File: config.mk
export PLATFORM = sky130hd
export DESIGN_NAME = uart_rx_cmd_parser_flat
export DESIGN_NICKNAME = d
export VERILOG_FILES = /design/src/rtl/uart_rx_cmd_parser_if.sv /design/src/rtl/uart_rx_cmd_parser.sv /design/src/flat_wrapper.sv
export SDC_FILE = /design/constraint.sdc
export NUM_CORES = 1
export LEC_CHECK = 0
export BUFFER_PORTS_ARGS = -buffer_cell sky130_fd_sc_hd__buf_2
export CORE_ASPECT_RATIO = 0.75
export CORE_UTILIZATION = 30
export DETAILED_ROUTE_END_ITERATION = 16
export PLACE_DENSITY_LB_ADDON = 0.05
export SYNTH_ARGS = -nofsm -noshare
export SYNTH_HDL_FRONTEND = slang
export SYNTH_SLANG_ARGS = --single-unit
File: constraint.sdc
create_clock -name CLK -period 3 [get_ports CLK]
set_input_delay 0.15 -clock CLK [delete_from_list [all_inputs] [get_ports CLK]]
set_output_delay 0.15 -clock CLK [all_outputs]
set_load 0.05 [all_outputs]
File: src/rtl/uart_rx_cmd_parser_if.sv
// uart_rx_cmd_parser_if
// Bundles the byte stream from the UART receiver, the command handshake
// toward the system controller, and the error pulses into one interface.
//
// Signals:
//   RX_P_DATA   received byte, valid while RX_D_VLD is high
//   RX_D_VLD    one-cycle pulse per error-free received byte
//   RX_PAR_ERR  receiver parity error flag
//   RX_STP_ERR  receiver stop-bit error flag
//   CMD_VALID   assembled command word is valid
//   CMD_READY   consumer accepts the command word
//   CMD_TYPE    00 WR, 01 RD, 10 ALU_OP, 11 ALU_NOP
//   CMD_ADDR    register address (WR/RD)
//   CMD_OPA     write data (WR) or operand A (ALU_OP)
//   CMD_OPB     operand B (ALU_OP)
//   CMD_FUN     ALU function (ALU_OP/ALU_NOP)
//   FRAME_ERR   one-cycle pulse when a frame is discarded
//   ERR_CAUSE   01 bad opcode, 10 line error, 11 timeout
//   OVERRUN     one-cycle pulse when a byte is dropped while a command waits
//
// Modports:
//   master  the parser side (consumes RX, produces CMD/error outputs)
//   slave   the environment side (produces RX and CMD_READY)

interface uart_rx_cmd_parser_if #(
  parameter int DATA_WIDTH = 8,
  parameter int ADDR_WIDTH = 4
);

  logic [DATA_WIDTH-1:0] RX_P_DATA;
  logic                  RX_D_VLD;
  logic                  RX_PAR_ERR;
  logic                  RX_STP_ERR;
  logic                  CMD_VALID;
  logic                  CMD_READY;
  logic [1:0]            CMD_TYPE;
  logic [ADDR_WIDTH-1:0] CMD_ADDR;
  logic [DATA_WIDTH-1:0] CMD_OPA;
  logic [DATA_WIDTH-1:0] CMD_OPB;
  logic [3:0]            CMD_FUN;
  logic                  FRAME_ERR;
  logic [1:0]            ERR_CAUSE;
  logic                  OVERRUN;

  modport master (
    input  RX_P_DATA, RX_D_VLD, RX_PAR_ERR, RX_STP_ERR, CMD_READY,
    output CMD_VALID, CMD_TYPE, CMD_ADDR, CMD_OPA, CMD_OPB, CMD_FUN,
           FRAME_ERR, ERR_CAUSE, OVERRUN
  );

  modport slave (
    output RX_P_DATA, RX_D_VLD, RX_PAR_ERR, RX_STP_ERR, CMD_READY,
    input  CMD_VALID, CMD_TYPE, CMD_ADDR, CMD_OPA, CMD_OPB, CMD_FUN,
           FRAME_ERR, ERR_CAUSE, OVERRUN
  );

endinterface

File: src/rtl/uart_rx_cmd_parser.sv
// uart_rx_cmd_parser
// Assembles multi-byte command frames received from a UART into one
// registered command word and offers it to the system controller with a
// valid/ready handshake. Malformed, line-corrupted, overrun and (optionally)
// timed-out frames are flagged with single-cycle pulses.
//
// Frames (first byte is the opcode):
//   AA ADDR DATA      -> WR
//   BB ADDR           -> RD
//   CC OPA OPB FUN    -> ALU_OP
//   DD FUN            -> ALU_NOP
//
// Ports:
//   CLK   clock of the receiver domain
//   RST   asynchronous active-high reset
//   bus   uart_rx_cmd_parser_if.master (RX byte stream, command word,
//         handshake and error pulses)
//
// Optional feature macro: CMD_TIMEOUT_EN
//   When defined, a partial frame that sees no byte for TIMEOUT_CYCLES
//   cycles is discarded with ERR_CAUSE 11. When undefined no timer exists
//   and a partial frame waits indefinitely.

module uart_rx_cmd_parser #(
  parameter int DATA_WIDTH     = 8,
  parameter int ADDR_WIDTH     = 4,
  parameter int TIMEOUT_CYCLES = 4096
) (
  input logic                  CLK,
  input logic                  RST,
  uart_rx_cmd_parser_if.master bus
);

  typedef enum logic [2:0] {
    IDLE,
    GET_B1,
    GET_B2,
    GET_B3,
    HOLD
  } state_t;

  localparam logic [1:0] TYPE_WR  = 2'b00;
  localparam logic [1:0] TYPE_RD  = 2'b01;
  localparam logic [1:0] TYPE_ALU = 2'b10;
  localparam logic [1:0] TYPE_NOP = 2'b11;

  localparam logic [1:0] CAUSE_OPCODE  = 2'b01;
  localparam logic [1:0] CAUSE_LINE    = 2'b10;
  localparam logic [1:0] CAUSE_TIMEOUT = 2'b11;

  localparam logic [DATA_WIDTH-1:0] OP_WR  = DATA_WIDTH'(8'hAA);
  localparam logic [DATA_WIDTH-1:0] OP_RD  = DATA_WIDTH'(8'hBB);
  localparam logic [DATA_WIDTH-1:0] OP_ALU = DATA_WIDTH'(8'hCC);
  localparam logic [DATA_WIDTH-1:0] OP_NOP = DATA_WIDTH'(8'hDD);

  state_t                state_q, state_d;
  logic [1:0]            cmd_type_q, cmd_type_d;
  logic [ADDR_WIDTH-1:0] addr_q, addr_d;
  logic [DATA_WIDTH-1:0] opa_q, opa_d;
  logic [DATA_WIDTH-1:0] opb_q, opb_d;
  logic [3:0]            fun_q, fun_d;
  logic                  valid_q, valid_d;
  logic                  frame_err_q, frame_err_d;
  logic [1:0]            cause_q, cause_d;
  logic                  overrun_q, overrun_d;

  logic                  line_err;
  logic                  timeout_hit;
  logic                  start_frame;

  assign line_err = bus.RX_PAR_ERR | bus.RX_STP_ERR;

`ifdef CMD_TIMEOUT_EN
  localparam int TW = $clog2(TIMEOUT_CYCLES) + 1;

  logic [TW-1:0] timer_q;
  logic          in_get;

  assign in_get      = (state_q == GET_B1) || (state_q == GET_B2) || (state_q == GET_B3);
  // A byte arriving in the expiry cycle keeps the frame alive.
  assign timeout_hit = in_get && !bus.RX_D_VLD && (timer_q == TW'(TIMEOUT_CYCLES - 1));

  // Inter-byte timer: counts idle cycles inside a partial frame and
  // restarts on every received byte or whenever the FSM heads to IDLE.
  always_ff @(posedge CLK or posedge RST) begin
    if (RST) begin
      timer_q <= '0;
    end else if (!in_get || bus.RX_D_VLD || state_d == IDLE) begin
      timer_q <= '0;
    end else begin
      timer_q <= timer_q + TW'(1);
    end
  end
`else
  assign timeout_hit = 1'b0;
`endif

  // State and command-word registers; every output comes straight from here.
  always_ff @(posedge CLK or posedge RST) begin
    if (RST) begin
      state_q     <= IDLE;
      cmd_type_q  <= '0;
      addr_q      <= '0;
      opa_q       <= '0;
      opb_q       <= '0;
      fun_q       <= '0;
      valid_q     <= 1'b0;
      frame_err_q <= 1'b0;
      cause_q     <= '0;
      overrun_q   <= 1'b0;
    end else begin
      state_q     <= state_d;
      cmd_type_q  <= cmd_type_d;
      addr_q      <= addr_d;
      opa_q       <= opa_d;
      opb_q       <= opb_d;
      fun_q       <= fun_d;
      valid_q     <= valid_d;
      frame_err_q <= frame_err_d;
      cause_q     <= cause_d;
      overrun_q   <= overrun_d;
    end
  end

  // Next-state and next-field logic. Fields are kept at zero outside an
  // active frame, so clearing them on abort or handshake is what makes
  // unused fields of a completed command read as zero. An opcode is decoded
  // both from IDLE and from HOLD in the handshake cycle, so the decode sits
  // after the state case and is triggered through start_frame.
  always_comb begin
    state_d     = state_q;
    cmd_type_d  = cmd_type_q;
    addr_d      = addr_q;
    opa_d       = opa_q;
    opb_d       = opb_q;
    fun_d       = fun_q;
    valid_d     = valid_q;
    frame_err_d = 1'b0;
    cause_d     = cause_q;
    overrun_d   = 1'b0;
    start_frame = 1'b0;

    unique case (state_q)
      IDLE: begin
        start_frame = bus.RX_D_VLD;
      end

      GET_B1, GET_B2, GET_B3: begin
        if (line_err || timeout_hit) begin
          state_d     = IDLE;
          cmd_type_d  = '0;
          addr_d      = '0;
          opa_d       = '0;
          opb_d       = '0;
          fun_d       = '0;
          frame_err_d = 1'b1;
          cause_d     = line_err ? CAUSE_LINE : CAUSE_TIMEOUT;
        end else if (bus.RX_D_VLD) begin
          if (state_q == GET_B1) begin
            unique case (cmd_type_q)
              TYPE_WR: begin
                addr_d  = bus.RX_P_DATA[ADDR_WIDTH-1:0];
                state_d = GET_B2;
              end
              TYPE_RD: begin
                addr_d  = bus.RX_P_DATA[ADDR_WIDTH-1:0];
                state_d = HOLD;
                valid_d = 1'b1;
              end
              TYPE_ALU: begin
                opa_d   = bus.RX_P_DATA;
                state_d = GET_B2;
              end
              default: begin
                fun_d   = bus.RX_P_DATA[3:0];
                state_d = HOLD;
                valid_d = 1'b1;
              end
            endcase
          end else if (state_q == GET_B2) begin
            if (cmd_type_q == TYPE_WR) begin
              opa_d   = bus.RX_P_DATA;
              state_d = HOLD;
              valid_d = 1'b1;
            end else begin
              opb_d   = bus.RX_P_DATA;
              state_d = GET_B3;
            end
          end else begin
            fun_d   = bus.RX_P_DATA[3:0];
            state_d = HOLD;
            valid_d = 1'b1;
          end
        end
      end

      HOLD: begin
        if (bus.CMD_READY) begin
          state_d     = IDLE;
          valid_d     = 1'b0;
          cmd_type_d  = '0;
          addr_d      = '0;
          opa_d       = '0;
          opb_d       = '0;
          fun_d       = '0;
          start_frame = bus.RX_D_VLD;
        end else if (bus.RX_D_VLD) begin
          overrun_d = 1'b1;
        end
      end

      default: begin
        state_d = IDLE;
      end
    endcase

    if (start_frame) begin
      unique case (bus.RX_P_DATA)
        OP_WR: begin
          cmd_type_d = TYPE_WR;
          state_d    = GET_B1;
        end
        OP_RD: begin
          cmd_type_d = TYPE_RD;
          state_d    = GET_B1;
        end
        OP_ALU: begin
          cmd_type_d = TYPE_ALU;
          state_d    = GET_B1;
        end
        OP_NOP: begin
          cmd_type_d = TYPE_NOP;
          state_d    = GET_B1;
        end
        default: begin
          state_d     = IDLE;
          frame_err_d = 1'b1;
          cause_d     = CAUSE_OPCODE;
        end
      endcase
    end
  end

  assign bus.CMD_VALID = valid_q;
  assign bus.CMD_TYPE  = cmd_type_q;
  assign bus.CMD_ADDR  = addr_q;
  assign bus.CMD_OPA   = opa_q;
  assign bus.CMD_OPB   = opb_q;
  assign bus.CMD_FUN   = fun_q;
  assign bus.FRAME_ERR = frame_err_q;
  assign bus.ERR_CAUSE = cause_q;
  assign bus.OVERRUN   = overrun_q;

endmodule

File: src/flat_wrapper.sv
// flat-port wrapper written by rule: the top's interface ports become plain ports
module uart_rx_cmd_parser_flat 
#(
  parameter int DATA_WIDTH     = 8,
  parameter int ADDR_WIDTH     = 4,
  parameter int TIMEOUT_CYCLES = 4096
)
  (CLK, RST, bus_RX_P_DATA, bus_RX_D_VLD, bus_RX_PAR_ERR, bus_RX_STP_ERR, bus_CMD_READY, bus_CMD_VALID, bus_CMD_TYPE, bus_CMD_ADDR, bus_CMD_OPA, bus_CMD_OPB, bus_CMD_FUN, bus_FRAME_ERR, bus_ERR_CAUSE, bus_OVERRUN);
  uart_rx_cmd_parser_if #(.DATA_WIDTH(DATA_WIDTH), .ADDR_WIDTH(ADDR_WIDTH)) bus_i ();
  input logic CLK;
  input logic RST;
  input wire logic [$bits(bus_i.RX_P_DATA)-1:0] bus_RX_P_DATA;
  input wire logic [$bits(bus_i.RX_D_VLD)-1:0] bus_RX_D_VLD;
  input wire logic [$bits(bus_i.RX_PAR_ERR)-1:0] bus_RX_PAR_ERR;
  input wire logic [$bits(bus_i.RX_STP_ERR)-1:0] bus_RX_STP_ERR;
  input wire logic [$bits(bus_i.CMD_READY)-1:0] bus_CMD_READY;
  output wire logic [$bits(bus_i.CMD_VALID)-1:0] bus_CMD_VALID;
  output wire logic [$bits(bus_i.CMD_TYPE)-1:0] bus_CMD_TYPE;
  output wire logic [$bits(bus_i.CMD_ADDR)-1:0] bus_CMD_ADDR;
  output wire logic [$bits(bus_i.CMD_OPA)-1:0] bus_CMD_OPA;
  output wire logic [$bits(bus_i.CMD_OPB)-1:0] bus_CMD_OPB;
  output wire logic [$bits(bus_i.CMD_FUN)-1:0] bus_CMD_FUN;
  output wire logic [$bits(bus_i.FRAME_ERR)-1:0] bus_FRAME_ERR;
  output wire logic [$bits(bus_i.ERR_CAUSE)-1:0] bus_ERR_CAUSE;
  output wire logic [$bits(bus_i.OVERRUN)-1:0] bus_OVERRUN;
  assign bus_i.RX_P_DATA = bus_RX_P_DATA;
  assign bus_i.RX_D_VLD = bus_RX_D_VLD;
  assign bus_i.RX_PAR_ERR = bus_RX_PAR_ERR;
  assign bus_i.RX_STP_ERR = bus_RX_STP_ERR;
  assign bus_i.CMD_READY = bus_CMD_READY;
  assign bus_CMD_VALID = bus_i.CMD_VALID;
  assign bus_CMD_TYPE = bus_i.CMD_TYPE;
  assign bus_CMD_ADDR = bus_i.CMD_ADDR;
  assign bus_CMD_OPA = bus_i.CMD_OPA;
  assign bus_CMD_OPB = bus_i.CMD_OPB;
  assign bus_CMD_FUN = bus_i.CMD_FUN;
  assign bus_FRAME_ERR = bus_i.FRAME_ERR;
  assign bus_ERR_CAUSE = bus_i.ERR_CAUSE;
  assign bus_OVERRUN = bus_i.OVERRUN;
  uart_rx_cmd_parser #(.DATA_WIDTH(DATA_WIDTH), .ADDR_WIDTH(ADDR_WIDTH), .TIMEOUT_CYCLES(TIMEOUT_CYCLES)) u_core (.CLK(CLK), .RST(RST), .bus(bus_i));
endmodule
==> results of run 1 <==
[synthesized netlist by cell type (4+ instances only)]
library cell  count
o21ai_0           6
nor2_1            9
and3_2            7
nor3_1            4
nand2_1           5
mux2_2            8
dfrtp_1          34
mux2_4            8
mux2_1            8
[area by class of cell]
class | instances | area share
multi-input cells | 101 | 0.385
well taps | 75 | 0.0432
clock buffers | 5 | 0.0317
flip-flops and latches | 34 | 0.392
inverters | 2 | 0.00346
clock inverters | 3 | 0.0317
repair buffers | 47 | 0.113
[layer usage]
metal  share of wire  vias up
met1            0.49      645
met4          0.0052        0
met3           0.051        2
li1                -      625
met5               0        -
met2            0.46       35
[path summary, 6_finish.rpt]
kind	start	end	cells after the start
worst max-delay path	u_core.state_q[0]$_DFFE_PP0P_	u_core.bus.CMD_OPA[2]$_DFFE_PP0P_	4
worst min-delay path	bus_RX_P_DATA[0]	u_core.bus.CMD_TYPE[0]$_DFF_PP0_	3
max in group asynchronous	RST	u_core.bus.CMD_FUN[0]$_DFFE_PP0P_	4
min in group asynchronous	RST	u_core.bus.CMD_OPA[5]$_DFFE_PP0P_	4
worst min register to register	u_core.bus.CMD_OPB[6]$_DFFE_PP0P_	u_core.bus.CMD_OPB[6]$_DFFE_PP0P_	1
worst max register to register	u_core.state_q[0]$_DFFE_PP0P_	u_core.bus.CMD_OPA[2]$_DFFE_PP0P_	4
[report_power, final]
part,switching (uW),internal [uW]
registers,84.5,577
logic,615,250
clock network,171,333
[flip-flops by register name (all words and copies together), names as in the netlist]
signal and cells:
u_core.bus.ERR_CAUSE 2, u_core.bus.CMD_VALID 1, u_core.bus.CMD_OPA 8, u_core.bus.FRAME_ERR 1
u_core.bus.OVERRUN 1, u_core.bus.CMD_ADDR 4, u_core.bus.CMD_FUN 4, u_core.bus.CMD_TYPE 2
u_core.bus.CMD_OPB 8, u_core.state_q 3
[worst min-delay path, stage by stage]
cell     delay [ps]
buf_2           120
o21ai_0          90
nand3_1          70
[through the flow]
stage / utilization / setup slack (ps)
finish: 0.395 / 830
global route: 0.395 / 695
CTS: 0.395 / 825
detailed placement: 0.368 / 835
global placement: 0.368 / 939
floorplan: - / 1260
[kinds of logic after synthesis]
logic type,after synthesis
xor+xnor,1
mux,24
flops,34
simple gates,46
compound gates,30
buf+inv,11
==> flow_summary_export.csv, run 1 <==
group,metric,value,unit
outcome,status,"finished clean",
global_route,grt_overflow,0,
power_and_ir_drop,power,2030,uW
timing,fin_crit,2170,ps
drt,drt-total-wl,4.42,mm
critical_path,cp-start-kind,"register",
logic_synthesis,synthSimpleGateAreaFrac,0.172,
layout,layout_commonest_cell,"buf_2",
cts,cts_resized,0,
logic_synthesis,syn_area,0.00177,sq mm
layout,layout.nets,205,
layout,drive_above_1_share,0.458,
floorplan,die_h,68.4,um
logic_synthesis,syn_inst,146,
logic_synthesis,synth_xor_area_frac,0.00496,
cts,cts_max_level,2,
drt,drt_iter0_drc,65,
floorplan,io_pins,45,
cts,cts_tree,"done",
cts,insertion_delay,280,ps
cts,postCtsSetupRepairBufs,0,
drt,drc,0,
layout,multiInputGateArea,837,sq um
timing,worstMarginPinSlew,666,ps
layout,regArea,851,sq um
logic_synthesis,syn-num-nets,160,
logic_synthesis,ys_ff_latch,34,
timing,setup_violations,0,
layout,n_antenna_cell,0,
place,port_buffers,44,
layout,areaGrowthSynthToFinish,23.0,%
timing,rsz0062_at_grt,"no",
drt,via_per_inst,4.90,
timing,slew_headroom,0.555,
cts,ctsRootBufferMaster,"clkbuf_8",
critical_path,crit_path_end_kind,"register",
critical_path,critPathKind,"reg -> reg",
logic_synthesis,synth_adder_area_share,0,
global_route,grt_max_degree,35,
logic_synthesis,synth_cell_types,46,
critical_path,crit_buf_inv,0,
drt,num_vias,1307,
logic_synthesis,synthTopCellsByArea,"dfrtp_1 48%, mux2_4 6.8%, mux2_1 5.1%",
power_and_ir_drop,power_per_cell_area,935,mW/mm^2
global_route,globalRoute.busiestLayer,"met2",
cts,cts_hold_buf,1,
cts,cts_made_buffers,5,
place,place_congestion,0.744,
timing,slew_viol_final,0,
global_route,grt_util_met1,0.215,
critical_path,cp.required,3160,ps
power_and_ir_drop,vdd_drop_max,323,uV
logic_synthesis,muxShareOfSynthArea,0.170,
critical_path,critPathMaxFanout,14,
place,place_hpwl,3.26,mm
timing,fmax,0.461,GHz
layout,fillers,535,
floorplan,die-area,0.00620,sq mm
logic_synthesis,avgSynthCellArea,12.1,sq um
cts,path_clk_slew,70,ps
drt,drtPass1Iterations,4,
cts,cts_max_path_buffers,2,
layout,final_area,0.00217,sq mm
global_route,antenna_found_initial,0,
place,place_area,0.00202,sq mm
layout,final_cells,267,
global_route,grtUsageMet2,0.246,
power_and_ir_drop,power.leakage,0.00109,uW
floorplan,die_w,90.6,um
floorplan,initial_utilization,0.321,
hold_path,hold_path_class,"in -> reg",
logic_synthesis,yosys_warnings,0,
critical_path,arrival,2330,ps
global_route,grtUsageMet3,0.0400,
logic_synthesis,yosys.area.top_type,"dfrtp_1",
layout,layout_common_cells,"44 x buf_2, 34 x dfrtp_1, 9 x nor2_1",
critical_path,slowest_stage,"or3b_1",
timing,whs,195,ps
flow_run,cap_violations,0,
logic_synthesis,synth_top_family_by_area,"simple AND/OR/NAND/NOR gates",
timing,period_share,0.723,
critical_path,critPathTopFamily,"compound AO/OA/AOI/OAI gates",
timing,finClkSkew,4.72,ps
floorplan,fp-row-count,23,
logic_synthesis,synthArstFlopShare,1.00,
drt,antenna_left,0,
critical_path,slowest_delay,570,ps
logic_synthesis,yosysTopAreaCellShare,0.482,
logic_synthesis,seq_area_frac_synth,0.482,
global_route,grt_usage,0.157,
place,placed_cells,258,
logic_synthesis,synth_compound_area_frac,0.128,
floorplan,core,0.00550,sq mm
drt,wl_per_cell,16.5,um
timing,fin_tns_setup,0,ps
critical_path,cp_cell_sequence,"or3b_1 > o21ai_2 > o211a_1 > mux2_4",
cts,cts.sinks,34,
global_route,grt_pass1_wl,7.35,mm
logic_synthesis,synth-edff-count,0,
logic_synthesis,synth_flop_cell,"dfrtp_1",
global_route,grt_pass1_vias,1382,
critical_path,ff2ff_setup_slack,830,ps
timing,hold_viol_final,0,
Note: power is estimated with default switching activity, not from simulation.
==> run 2: changes to the inputs <==
==> constraint.sdc (replaced) <==
create_clock -name CLK -period 1.8 [get_ports CLK]
set_input_delay 0.09 -clock CLK [delete_from_list [all_inputs] [get_ports CLK]]
set_output_delay 0.09 -clock CLK [all_outputs]
set_load 0.05 [all_outputs]
==> run 2 against run 1 <==
Effect of this change: flip-flop and latch count unchanged; total power increased by 63%; combinational power increased by 82%; sequential power increased by 65%; utilization increased by 2.5 points; hold slack got worse by 74 ps; worst setup slack got worse by 770 ps; non-clock buffer count increased by 15; fmax increased by 25%; critical endpoint is now u_core.bus.CMD_OPA[5]$_DFFE_PP0P_; largest cell class is now multi-input gates; highest routed layer unchanged.
==> flow_summary_export.csv, run 2 (synthesized netlist as in run 1, its figures left out) <==
group,metric,value,unit
critical_path,path_depth,5,
critical_path,crit_path_end_kind,"register",
timing,worstMarginPinSlew,443,ps
layout,final_area,0.00231,sq mm
place,port_buffers,44,
drt,drt-total-wl,4.69,mm
cts,path_clk_slew,70,ps
critical_path,crit_buf_inv,1,
critical_path,slowest_stage,"dfrtp_2",
timing,slew_headroom,0.701,
power_and_ir_drop,vdd_drop_max,635,uV
global_route,grt_overflow,0,
critical_path,reg2reg_to,"u_core.bus.CMD_OPA[5]$_DFFE_PP0P_",
power_and_ir_drop,power.leakage,0.00116,uW
drt,num_vias,1378,
critical_path,slowest_delay,480,ps
cts,cts_tree,"done",
timing,hold_viol_final,0,
cts,insertion_delay,280,ps
critical_path,ff2ff_setup_slack,60,ps
drt,drtPass1Iterations,4,
timing,setup_violations,0,
power_and_ir_drop,power_per_cell_area,1440,mW/mm^2
cts,cts_max_path_buffers,2,
cts,cts_max_level,2,
global_route,grt_pass1_vias,1454,
layout,layout_common_cells,"44 x buf_2, 31 x dfrtp_1, 15 x buf_4",
layout,layout_commonest_cell,"buf_2",
floorplan,initial_utilization,0.321,
outcome,status,"finished clean",
hold_path,worstHoldStart,"bus_RX_P_DATA[0]",
layout,layout.nets,220,
global_route,grt_max_degree,35,
place,place_congestion,0.817,
floorplan,die_h,68.4,um
floorplan,io_pins,45,
critical_path,ff2ff_path_depth,5,
global_route,antenna_found_initial,0,
timing,rsz0062_at_grt,"yes",
hold_path,min_to,"u_core.bus.CMD_TYPE[0]$_DFF_PP0_",
hold_path,hold_path_class,"in -> reg",
place,place_hpwl,3.54,mm
drt,drt_iter0_drc,51,
critical_path,critPathMaxFanout,8,
floorplan,die-area,0.00620,sq mm
layout,n_antenna_cell,0,
critical_path,cp.required,1970,ps
timing,period_share,0.967,
timing,finClkSkew,5.63,ps
timing,slew_viol_final,0,
cts,cts_made_buffers,5,
floorplan,core,0.00550,sq mm
drt,via_per_inst,4.89,
critical_path,critPathTopFamily,"flip-flops",
power_and_ir_drop,power,3310,uW
global_route,grt_usage,0.163,
critical_path,arrival,1910,ps
critical_path,critPathKind,"reg -> reg",
flow_run,cap_violations,0,
drt,drc,0,
cts,cts.sinks,34,
hold_path,whs_path_depth,3,
global_route,grt_pass1_wl,7.60,mm
layout,areaGrowthSynthToFinish,30.7,%
drt,antenna_left,0,
floorplan,fp-row-count,23,
floorplan,die_w,90.6,um
timing,fin_crit,1740,ps
layout,drive_above_1_share,0.522,
timing,fmax,0.575,GHz
critical_path,r2r-start,"u_core.state_q[0]$_DFFE_PP0P_",
critical_path,cp-start-kind,"register",
cts,ctsRootBufferMaster,"clkbuf_8",
place,place_area,0.00214,sq mm
critical_path,cp_cell_sequence,"or3b_4 > o21ai_4 > o211a_1 > buf_6 > mux2_4",
drt,wl_per_cell,16.6,um
run 2: cell count changes in the layout (fill, tap and decap cells not counted), moves of 2 or more:
cell	delta
bufinv_16	-2
clkbuf_8	+3
buf_6	+2
dfrtp_1	-3
nor4b_4	+2
buf_4	+13
dfrtp_2	+3
nor4b_2	-2
run 2: power by group:
part | internal [uW] | switching [uW]
Combinational | 491 | 1080
Clock | 386 | 273
Sequential | 965 | 122
Total | 1840 | 1470
run 2: area by class of cell:
class                           instances  area (sq um)
Clock buffer                            8           110
Fill cell                             547          3190
Inverter                                2          7.51
Multi-Input combinational cell        101           876
Sequential cell                        34           855
Tap cell                               75          93.8
Timing Repair Buffer                   62           365
run 2: worst max-delay path by stage:
stage                                     start                                end  slack [ps]
3_3_place_gp      u_core.state_q[0]$_DFFE_PP0P_  u_core.bus.CMD_OPA[4]$_DFFE_PP0P_         -50
6_report          u_core.state_q[0]$_DFFE_PP0P_  u_core.bus.CMD_OPA[5]$_DFFE_PP0P_          60
5_1_grt           u_core.state_q[0]$_DFFE_PP0P_  u_core.bus.CMD_OPB[2]$_DFFE_PP0P_          -9
4_1_cts           u_core.state_q[2]$_DFFE_PP0P_  u_core.bus.CMD_OPA[1]$_DFFE_PP0P_           5
3_5_place_dp      u_core.state_q[0]$_DFFE_PP0P_  u_core.bus.CMD_OPB[2]$_DFFE_PP0P_         -90
2_1_floorplan  u_core.bus.CMD_TYPE[0]$_DFF_PP0_  u_core.bus.CMD_OPA[0]$_DFFE_PP0P_          60
run 2: through the flow:
| stage | std cells | utilization | TNS, ps | worst slack [ps] | hold slack [ps] |
|---|---|---|---|---|---|
| finish | 282 | 0.420 | 0 | 59.9 | 120 |
| floorplan | 146 | - | 0 | 63.3 | 231 |
| global placement | 273 | 0.389 | -517 | -49.6 | 208 |
| global route | 282 | 0.420 | -33.8 | -8.79 | 128 |
| CTS | 282 | 0.413 | 0 | 4.96 | 112 |
| detailed placement | 273 | 0.389 | -1230 | -90.3 | 211 |
run 2: tightest hold or removal path: cells and delay by family:
kind / cells / cell delay (ps)
and+or+nand+nor: 1 / 70
AOI/OAI and AO/OA: 1 / 90
buffers and inverters: 1 / 120
run 2: metal layers:
metal	wire length, um	track usage	share of wire	up-vias
li1	-	-	-	657
met1	2330	0.217	0.50	685
met2	2160	0.272	0.46	34
met3	186	0.0344	0.040	2
met4	17	0.0444	0.0036	0
met5	0	0	0	-
run 2: what timing repair did:
action,in CTS,in global routing
endpoints found under the hold margin,34,0
pin swaps,0,4
hold buffers,1,0
resized for setup,3,9
setup endpoints to repair,16,20
setup buffers,0,0
